===== src/rtl/foreground_line_scheduler.sv =====
// Scans the OBM Y table for one scanline and assigns hitting objects to renderer slots in index order.
// Latency: start -> obm_addr 0 next cycle; slot write 2 cycles after an address is issued; done 66 cycles after start for 64 objects.
// Backpressure: none; the OBM read never stalls, and a hit beyond MAX_PER_LINE sets overflow and ends the scan early.
module foreground_line_scheduler #(
  parameter int NUM_OBJECTS  = 64,
  parameter int MAX_PER_LINE = 8
) (
  input  logic       clk,
  input  logic       rst,
  input  logic       start,
  input  logic [7:0] target_y,
  output logic [5:0] obm_addr,
  input  logic [7:0] obm_y,
  output logic       slot_we,
  output logic [2:0] slot_idx,
  output logic [5:0] slot_obma,
  output logic       busy,
  output logic       done,
  output logic [3:0] count,
  output logic       overflow
);

  localparam logic [1:0] IDLE  = 2'd0;
  localparam logic [1:0] SCAN  = 2'd1;
  localparam logic [1:0] DRAIN = 2'd2;
  localparam logic [1:0] DONE  = 2'd3;

  localparam logic [5:0] LAST_ADDR = 6'(NUM_OBJECTS - 1);
  localparam logic [3:0] MAX_CNT   = 4'(MAX_PER_LINE);

  logic [1:0] state;
  logic [7:0] ty;
  logic       rd_vld;
  logic [5:0] rd_idx;
  logic       eval;
  logic       hit;
  logic       full;

  // Returned Y byte belongs to the address issued one cycle earlier (rd_idx).
  assign eval = rd_vld && ((state == SCAN) || (state == DRAIN));
  assign hit  = eval && (obm_y <= ty) && ({1'b0, ty} < ({1'b0, obm_y} + 9'd8));
  assign full = (count == MAX_CNT);

  assign busy = (state == SCAN) || (state == DRAIN);
  assign done = (state == DONE);

  always_ff @(posedge clk or negedge rst) begin
    if (!rst) begin
      state     <= IDLE;
      ty        <= 8'd0;
      obm_addr  <= 6'd0;
      rd_vld    <= 1'b0;
      rd_idx    <= 6'd0;
      slot_we   <= 1'b0;
      slot_idx  <= 3'd0;
      slot_obma <= 6'd0;
      count     <= 4'd0;
      overflow  <= 1'b0;
    end else begin
      slot_we <= 1'b0;
      rd_vld  <= (state == SCAN);
      rd_idx  <= obm_addr;

      case (state)
        IDLE: begin
          if (start) begin
            ty       <= target_y;
            count    <= 4'd0;
            overflow <= 1'b0;
            obm_addr <= 6'd0;
            state    <= SCAN;
          end
        end
        SCAN: begin
          if (obm_addr == LAST_ADDR) begin
            state <= DRAIN;
          end else begin
            obm_addr <= obm_addr + 6'd1;
          end
        end
        DRAIN:   state <= DONE;
        default: state <= IDLE;
      endcase

      if (hit) begin
        if (full) begin
          // One hit too many: stop issuing reads; the read still in flight is dropped.
          overflow <= 1'b1;
          obm_addr <= obm_addr;
          state    <= DONE;
        end else begin
          slot_we   <= 1'b1;
          slot_idx  <= count[2:0];
          slot_obma <= rd_idx;
          count     <= count + 4'd1;
        end
      end
    end
  end

endmodule


===== config.mk =====
export PLATFORM = sky130hd
export DESIGN_NAME = foreground_line_scheduler
export DESIGN_NICKNAME = d
export VERILOG_FILES = /design/src/rtl/foreground_line_scheduler.sv
export SDC_FILE = /design/constraint.sdc
export NUM_CORES = 1
export LEC_CHECK = 0
export ABC_AREA = 1
export CAP_MARGIN = 10
export CORE_MARGIN = 8
export CORE_UTILIZATION = 25
export CTS_CLUSTER_DIAMETER = 50
export DETAILED_ROUTE_END_ITERATION = 10
export PLACE_DENSITY = 0.44
export SYNTH_ARGS = -nofsm -noshare
export SYNTH_HDL_FRONTEND = slang
export SYNTH_SLANG_ARGS = --single-unit

===== constraint.sdc =====
create_clock -name clk -period 2.3 [get_ports clk]
set_clock_uncertainty 0.1 [all_clocks]
set_input_delay 0.46 -clock clk [delete_from_list [all_inputs] [get_ports clk]]
set_output_delay 0.46 -clock clk [all_outputs]
set_load 0.005 [all_outputs]

==> results.ini <==
[floorplanning]
core_area_um2=8510
die_area_um2=11800
start_util_pct=25.3
num_io_pins=42
row_count=34
fp.dieW_um=109
die_h_um=109

[detailed_routing]
post-route-drc-count=0
avgRoutedWirePerCell_um=11.6
viasPerCell=4.12
ant_nets=0
vias=1736
first_pass_iters=4
routed_wl_um=4900
first_iter_violations=80

[clocking]
post-cts-setup-buffers=0
cts.clk_slew.worst_paths_ps=80
clockBufferDepth=2
cts_hold_buf=0
cts_made_buffers=5
clk_latency_ps=280
cts_tree=built
cts_sinks=38
cts.htree.levels=2
clock-root-buffer=clkbuf_8

[grt]
grt_pass1_wl_um=8040
grt_pass1_vias=1645
track_usage_pct=8.50
grt_antenna_before_repair=0
gr-total-overflow=0
grt_start_max_net_pins=39

[cells_and_area]
layout_commonest_cell=nand2_1
fin_nets=355
fin_area_um2=2990
utilization_pct=35.1
final_layout_size_suffix_gt1_share_pct=14.4
n_antenna_cell=0
instances_no_fill=421
final_cell_mix=nand2_1 (65), dfrtp_1 (38), clkdlybuf4s50_1 (36)
syn_to_final_growth_pct=39.0

[placement]
port_buffers=41
placed_area_um2=2790
gp_congestion=0.739
dp_hpwl_um=3700
placed_cells=412

[timing]
worstMarginPinSlew_ps=499
fin_crit_ps=2180
relSlewSlack_pct=66.7
final-setup-viol-count=0
hold_viol=0
drv_slew=0
fmax_ghz=0.459
min_period_over_period_pct=94.8
rsz0062_at_grt=false
fin_hold_ws_ps=112

[run]
drv_cap=0

[pwr]
ir_worst_vdd_mv=0.384
powerDensity_nw_per_um2=1050
power_leakage_nw=1.51

[logic_synthesis]
synthCells=252
synth_seq_cells=38
netlist_area_um2=2150
ys_warn_count=0
synth_cell_types=25
seq_area_frac_synth_pct=44.2
synthArstFlopShare_pct=100
synth_flop_cell=dfrtp_1
synth_fp_nets=295
synth-edff-count=0
postSynthAreaPerCell_um2=8.53

[critical_path]
crit_path_start_kind=primary input
crit_required_ps=2380
crit_arrival_ps=2260
cp_max_fo=4
criticalPathCategory=in2reg
endpoint_kind=flip-flop

[run_status]
outcome=finished, final reports clean

[min_path]
hold_class=in2async

## per-stage QoR
step | TNS [ps] | power, mW | worst slack, ps
3_3_place_gp | -9170 | 2.41 | -454
6_report | 0 | 3.14 | 120
4_1_cts | 0 | 3.13 | 25.4
2_1_floorplan | 0 | 1.83 | 204
3_5_place_dp | -9420 | 2.41 | -463
5_1_grt | 0 | 3.44 | 9.20
## path summary, 6_finish.rpt
check                             from  slack (ps)  cells after the start           end
setup / recovery              obm_y[7]         120                     10   slot_idx[2]
hold / removal                     rst         110                      2  slot_obma[3]
setup reg to reg           obm_addr[0]         340                      9   obm_addr[3]
hold reg to reg              rd_idx[4]         340                      2  slot_obma[4]
max in group asynchronous          rst        1630                      2      state[0]
min in group clk             rd_idx[4]         340                      2  slot_obma[4]
## state kept, by name, summed over array words and instances (netlist names), named ones only
name	cells
count	3
obm_addr	6
overflow	1
rd_idx	6
rd_vld	1
slot_idx	3
slot_obma	6
slot_we	1
state	2
ty	8
## metal layers
metal | GRT usage, % | vias to the layer above | wire (um)
li1 | - | 917 | -
met1 | 10.9 | 789 | 2280
met2 | 13.6 | 25 | 2320
met3 | 2.25 | 5 | 230
met4 | 2.93 | 0 | 75
met5 | 0 | - | 0
## cell usage after synthesis, drive strengths merged, types with 2 or more instances
cell,instances,area share (%)
dfrtp,38,44
nor2,23,4.7
xnor2,5,2.0
o21ai,9,2.6
nand3,19,6.1
clkbuf,2,0.35
nand2,69,12
ha,24,14
a21oi,18,4.2
inv,35,6.1
## area by class of cell
type | count | area (um2)
Tap cell | 108 | 135
Fill cell | 921 | 5520
Sequential cell | 38 | 951
Multi-Input combinational cell | 175 | 1080
Clock inverter | 3 | 68.8
Inverter | 36 | 138
Clock buffer | 5 | 68.8
Timing Repair Buffer | 56 | 548
## timing repair
action | 4_1_cts | 5_1_grt
pin swaps | 1 | 4
cloned | 0 | 1
resized for setup | 6 | 12
setup endpoints to repair | 23 | 18
## cell families (layout without fill, tap and decap cells)
group	count (synthesis)	after routing	share of synthesized area, %
flip-flops	38	38	44.2
XOR/XNOR	6	6	2.44
AND/OR/NAND/NOR	115	115	24.3
AO/OA/AOI/OAI	30	30	7.80
buffers and inverters	39	100	7.22
adder cells (fa/ha/maj)	24	24	14.0
## power breakdown
group	switching, mW	internal [mW]	total (mW)	leakage [nW]
combinational	0.771	0.703	1.47	0.945
clock	0.241	0.435	0.676	0.0683
sequential	0.127	0.864	0.990	0.493
## worst max-delay path: stages
cell             delay, ps
clkdlybuf4s50_1        530
xor2_1                 180
ha_1                   280
nand3_2                 90
nand3_2                 90
nor2_4                 180
nand3_4                150
clkbuf_16              190
nand2_1                 60
o21ai_2                 50
Power figures use the tool's default switching activity.
==> variant 1 (same settings) <==
Register the inputs `start`, `target_y` and `obm_y` before use. The logic sees them one clock later. Comments in the files are not updated.
--- a/src/rtl/foreground_line_scheduler.sv
+++ b/src/rtl/foreground_line_scheduler.sv
@@ -29,4 +29,14 @@
   localparam logic [3:0] MAX_CNT   = 4'(MAX_PER_LINE);
 
+  logic start_q;
+  logic [7:0] target_y_q;
+  logic [7:0] obm_y_q;
+
+  always_ff @(posedge clk) begin
+    start_q    <= start;
+    target_y_q <= target_y;
+    obm_y_q    <= obm_y;
+  end
+
   logic [1:0] state;
   logic [7:0] ty;
@@ -39,5 +49,5 @@
   // Returned Y byte belongs to the address issued one cycle earlier (rd_idx).
   assign eval = rd_vld && ((state == SCAN) || (state == DRAIN));
-  assign hit  = eval && (obm_y <= ty) && ({1'b0, ty} < ({1'b0, obm_y} + 9'd8));
+  assign hit  = eval && (obm_y_q <= ty) && ({1'b0, ty} < ({1'b0, obm_y_q} + 9'd8));
   assign full = (count == MAX_CNT);
 
@@ -64,6 +74,6 @@
       case (state)
         IDLE: begin
-          if (start) begin
-            ty       <= target_y;
+          if (start_q) begin
+            ty       <= target_y_q;
             count    <= 4'd0;
             overflow <= 1'b0;
Formal check against the unedited RTL: not equivalent (a bounded check fails within 4 cycles, from zero or initial values and one cycle with rst low).
==> variant 1 against the unedited design <==
Cell area up 9.7%. Synthesized area up 16%. Cell count up 9.7%. Fmax down 0.74%. Sequential cell count up 17. Critical path depth down 7. Routed wire length up 8.9%. Worst setup slack worse by 16 ps. Count of clock-buffer cells in the layout up 1. Power up 5.0%. Largest cell class is now sequential cells. Largest power group unchanged.
==> variant 1: results (changes against the unedited design) <==
{
  "timing.max_slew.rel_slack": {"value": 0.724, "change": "+0.0568"},
  "detailed_place_hpwl": {"value": 3830, "unit": "um", "change": "+3.7%"},
  "clock_cell_area_share": {"value": 0.0260, "change": "-0.0201"},
  "met1_wire_length": {"value": 2520, "unit": "um", "change": "+10%"},
  "detailedPlace.worstSlack": {"value": 68.6, "unit": "ps", "change": "+531 ps"},
  "clk_transition_reported_paths": {"value": 100, "unit": "ps", "change": "+20 ps"},
  "use_met2": {"value": 0.134, "change": "-0.00185"},
  "routed_wl": {"value": 5340, "unit": "um", "change": "+8.9%"},
  "placed_area": {"value": 3090, "unit": "um^2", "change": "+11%"},
  "sequential_power": {"value": 0.00131, "unit": "W", "change": "+32%"},
  "synthDistinctLibCells": {"value": 26, "change": "+4.0%"},
  "min_period": {"value": 2200, "unit": "ps", "change": "+16.2 ps"},
  "postSynthRegisterBits": {"value": 55, "change": "+45%"},
  "synth_xor_area_frac": {"value": 0.0210, "change": "-0.00343"},
  "finish.net_count": {"value": 371, "change": "+4.5%"},
  "vias_per_cell": {"value": 4.00, "change": "-3.0%"},
  "proportion_of_layout_cells_with_a_drive_suffix_above_1": {"value": 0.119, "change": "-0.0252"},
  "outcome": "completed",
  "syn-num-nets": {"value": 315, "change": "+6.8%"},
  "global_route.usage.met3": {"value": 0.0182, "change": "-0.00422"},
  "worstPathArrival": {"value": 1640, "unit": "ps", "change": "-620 ps"},
  "grt_pass1_vias": {"value": 1841, "change": "+12%"},
  "placed_instances": {"value": 447, "change": "+8.5%"},
  "p_leak": {"value": 1.57, "unit": "nW", "change": "+4.1%"},
  "rrSetupSlack": {"value": 140, "unit": "ps", "change": "-200 ps"}
}
variant 1: cell count changes after synthesis, moves of 4 or more:
cell	unedited run	this run
sky130_fd_sc_hd__a21oi_1	18	8
sky130_fd_sc_hd__dfxtp_1	0	17
sky130_fd_sc_hd__inv_1	35	39
sky130_fd_sc_hd__nand2_1	66	75
sky130_fd_sc_hd__nor2_1	21	14
sky130_fd_sc_hd__o21ai_0	6	13
variant 1: worst register-to-register path, stage by stage, from the launching register on:
cell and delay, ps:
sky130_fd_sc_hd__dfxtp_4 370, sky130_fd_sc_hd__ha_1 300, sky130_fd_sc_hd__inv_2 70, sky130_fd_sc_hd__ha_4 190, sky130_fd_sc_hd__a21oi_1 120, sky130_fd_sc_hd__nand2_1 80, sky130_fd_sc_hd__nor2_2 120, sky130_fd_sc_hd__nor2_2 50
sky130_fd_sc_hd__nor2_4 220, sky130_fd_sc_hd__buf_6 140, sky130_fd_sc_hd__nand3_4 140, sky130_fd_sc_hd__nand2_1 110, sky130_fd_sc_hd__nand2_1 50
==> variant 2 (config.mk and constraints unchanged) <==
Without the edit above. `NUM_OBJECTS`: 64 -> 32.
--- a/src/rtl/foreground_line_scheduler.sv
+++ b/src/rtl/foreground_line_scheduler.sv
@@ -3,5 +3,5 @@
 // Backpressure: none; the OBM read never stalls, and a hit beyond MAX_PER_LINE sets overflow and ends the scan early.
 module foreground_line_scheduler #(
-  parameter int NUM_OBJECTS  = 64,
+  parameter int NUM_OBJECTS  = 32,
   parameter int MAX_PER_LINE = 8
 ) (
Behaviour: same outputs for any inputs over 4 cycles, from zero or initial values and one cycle with rst low; that may be too few to reach the edited logic, so the function may still have changed.
==> variant 2 against the unedited design <==
Sequential cell count unchanged. Synthesized area grew 0.17%. Via count rose by 1.2%. Routed wire length decreased by 0.16%. Worst setup slack got worse by 10 ps. Die area up 0.15%. Power is 6.8% lower. Cell area down 1.7%. Critical endpoint is now count[0]. Highest routed layer unchanged.
==> variant 2: results (changes against the unedited design) <==
{
  "global_route.usage.met1": {"value": 0.108, "change": "-0.00129"},
  "num_vias": {"value": 1756, "change": "+1.2%"},
  "reg2regPathDepth": {"value": 9, "change": "unchanged"},
  "finalHoldViolations": {"value": 0, "change": "unchanged"},
  "p_leak": {"value": 1.47, "unit": "nW", "change": "-2.5%"},
  "yosys_most_used_dff": "sky130_fd_sc_hd__dfrtp_1",
  "timing.critical_path.fanout_max": {"value": 7, "change": "+3"},
  "synth_top_cells_by_count": "sky130_fd_sc_hd__nand2_1 (66), sky130_fd_sc_hd__dfrtp_1 (38), sky130_fd_sc_hd__inv_1 (36), sky130_fd_sc_hd__ha_1 (24), sky130_fd_sc_hd__nor2_1 (21)",
  "cp_slowest_cell": "sky130_fd_sc_hd__ha_2",
  "top_post_synthesis_cells_by_area": "sky130_fd_sc_hd__dfrtp_1 (44%), sky130_fd_sc_hd__ha_1 (14%), sky130_fd_sc_hd__nand2_1 (12%), sky130_fd_sc_hd__inv_1 (6.3%), sky130_fd_sc_hd__a21oi_1 (4.2%)",
  "rrSetupSlack": {"value": 430, "unit": "ps", "change": "+90 ps"},
  "outcome": "completed",
  "proportion_of_layout_cells_with_a_drive_suffix_above_1": {"value": 0.140, "change": "-0.00364"},
  "detailed_place_hpwl": {"value": 3690, "unit": "um", "change": "-0.11%"},
  "insertion_delay_ps": 290,
  "path_delay_family": "simple AND/OR/NAND/NOR gates",
  "grt_pass1_vias": {"value": 1678, "change": "+2.0%"},
  "grt_first_pass_wirelength": {"value": 8020, "unit": "um", "change": "-0.26%"},
  "switching_share_of_power": {"value": 0.375, "change": "+0.0124"},
  "netlist_instances": {"value": 253, "change": "+0.40%"},
  "use_met2": {"value": 0.134, "change": "-0.00131"},
  "worstReg2RegEnd": "obm_addr[4]",
  "grt_start_max_net_pins": {"value": 39, "change": "unchanged"},
  "critical_path.max_stage_delay": {"value": 320, "unit": "ps", "change": "-210 ps"},
  "rr_startpoint": "obm_addr[1]",
  "tritoncts.num_buffers": {"value": 5, "change": "unchanged"},
  "finish.net_count": {"value": 356, "change": "+0.28%"},
  "max-vdd-ir-drop": {"value": 328, "unit": "uV", "change": "-15%"},
  "wirelength_per_cell": {"value": 11.6, "unit": "um", "change": "-0.40%"},
  "global_route.usage.total": {"value": 0.0855, "change": "+0.000432"},
  "sequential_to_total_area_share_from_yosys_stat": {"value": 0.442, "change": "-0.000771"},
  "routed_wl": {"value": 4900, "unit": "um", "change": "-0.16%"},
  "cts.root.buffer_cell": "sky130_fd_sc_hd__clkbuf_8",
  "fillerInstances": {"value": 899, "change": "-2.4%"},
  "antenna-diode-count": {"value": 0, "change": "unchanged"},
  "worstPathArrival": {"value": 2280, "unit": "ps", "change": "+20 ps"},
  "timing.max_slew.rel_slack": {"value": 0.673, "change": "+0.00565"},
  "place_congestion": {"value": 0.758, "change": "+2.5%"},
  "antenna_found_initial": {"value": 0, "change": "unchanged"},
  "drt_iter0_drc": {"value": 61, "change": "-24%"},
  "syn-num-nets": {"value": 296, "change": "+0.34%"},
  "placed_instances": {"value": 414, "change": "+0.49%"},
  "largest-register": "ty"
}
[variant 2: changes by cell type after synthesis]
cell and delta:
sky130_fd_sc_hd__inv_1 +1, sky130_fd_sc_hd__nor4_1 +1, sky130_fd_sc_hd__and3_1 -1
[variant 2: area by class of cell]
class                   count  area share
inverters                  37      0.0477
clock inverters             3      0.0153
repair buffers             56       0.179
clock buffers               5      0.0234
flip-flops and latches     38       0.324
well taps                 108      0.0460
multi-input cells         175       0.365
[variant 2: cells by family (layout without fill, tap and decap cells)]
| logic type | Yosys count | after routing | synth area share |
|---|---|---|---|
| and+or+nand+nor | 115 | 115 | 0.243 |
| buffers and inverters | 40 | 101 | 0.0738 |
| DFF | 38 | 38 | 0.442 |
| AOI/OAI and AO/OA | 30 | 30 | 0.0779 |
| adders and majority gates | 24 | 24 | 0.139 |
| xor gates and xnor gates | 6 | 6 | 0.0244 |
[variant 2: power groups by stage]
stage                     Combinational, W  Sequential [W]  Clock, W
after global routing               0.00155         0.00102  0.000631
after detailed placement           0.00133         0.00101         0
after CTS                          0.00134        0.000994  0.000602
final                              0.00135        0.000995  0.000580
after floorplan                   0.000779        0.000994         0
after global placement             0.00133         0.00101         0
[variant 2: what timing repair did]
action | 4_1_cts | 5_1_grt
pin swaps | 1 | 1
endpoints found under the setup margin | 22 | 19
resized for setup | 5 | 8
buffers inserted | 0 | 0
[variant 2: worst max path at each step]
stage	startpoint	end	slack (ps)	cells after the start
floorplan	obm_y[3]	slot_obma[0]	200	14
global placement	obm_y[4]	slot_idx[1]	-470	12
detailed placement	obm_y[4]	slot_idx[1]	-490	12
CTS	obm_y[6]	count[0]	30	12
global route	obm_y[4]	count[0]	-9	13
finish	obm_y[4]	count[0]	110	16
[variant 2: stage by stage]
| step | hold WS (ps) | setup TNS, ps | utilization | setup slack (ps) | instance area [um^2] |
|---|---|---|---|---|---|
| floorplan | 64.4 | 0 | - | 204 | 2150 |
| global placement | 328 | -9500 | 0.326 | -470 | 2790 |
| detailed placement | 326 | -9960 | 0.326 | -487 | 2790 |
| CTS | 130 | 0 | 0.339 | 33.5 | 2900 |
| global route | 151 | -15.1 | 0.343 | -8.98 | 2940 |
| finish | 113 | 0 | 0.343 | 110 | 2940 |
[variant 2: metal layers]
metal  routed length (um)  part of all wire
met1                 2300              0.47
met2                 2260              0.46
met3                  252             0.051
met4                   89             0.018
met5                    0                 0
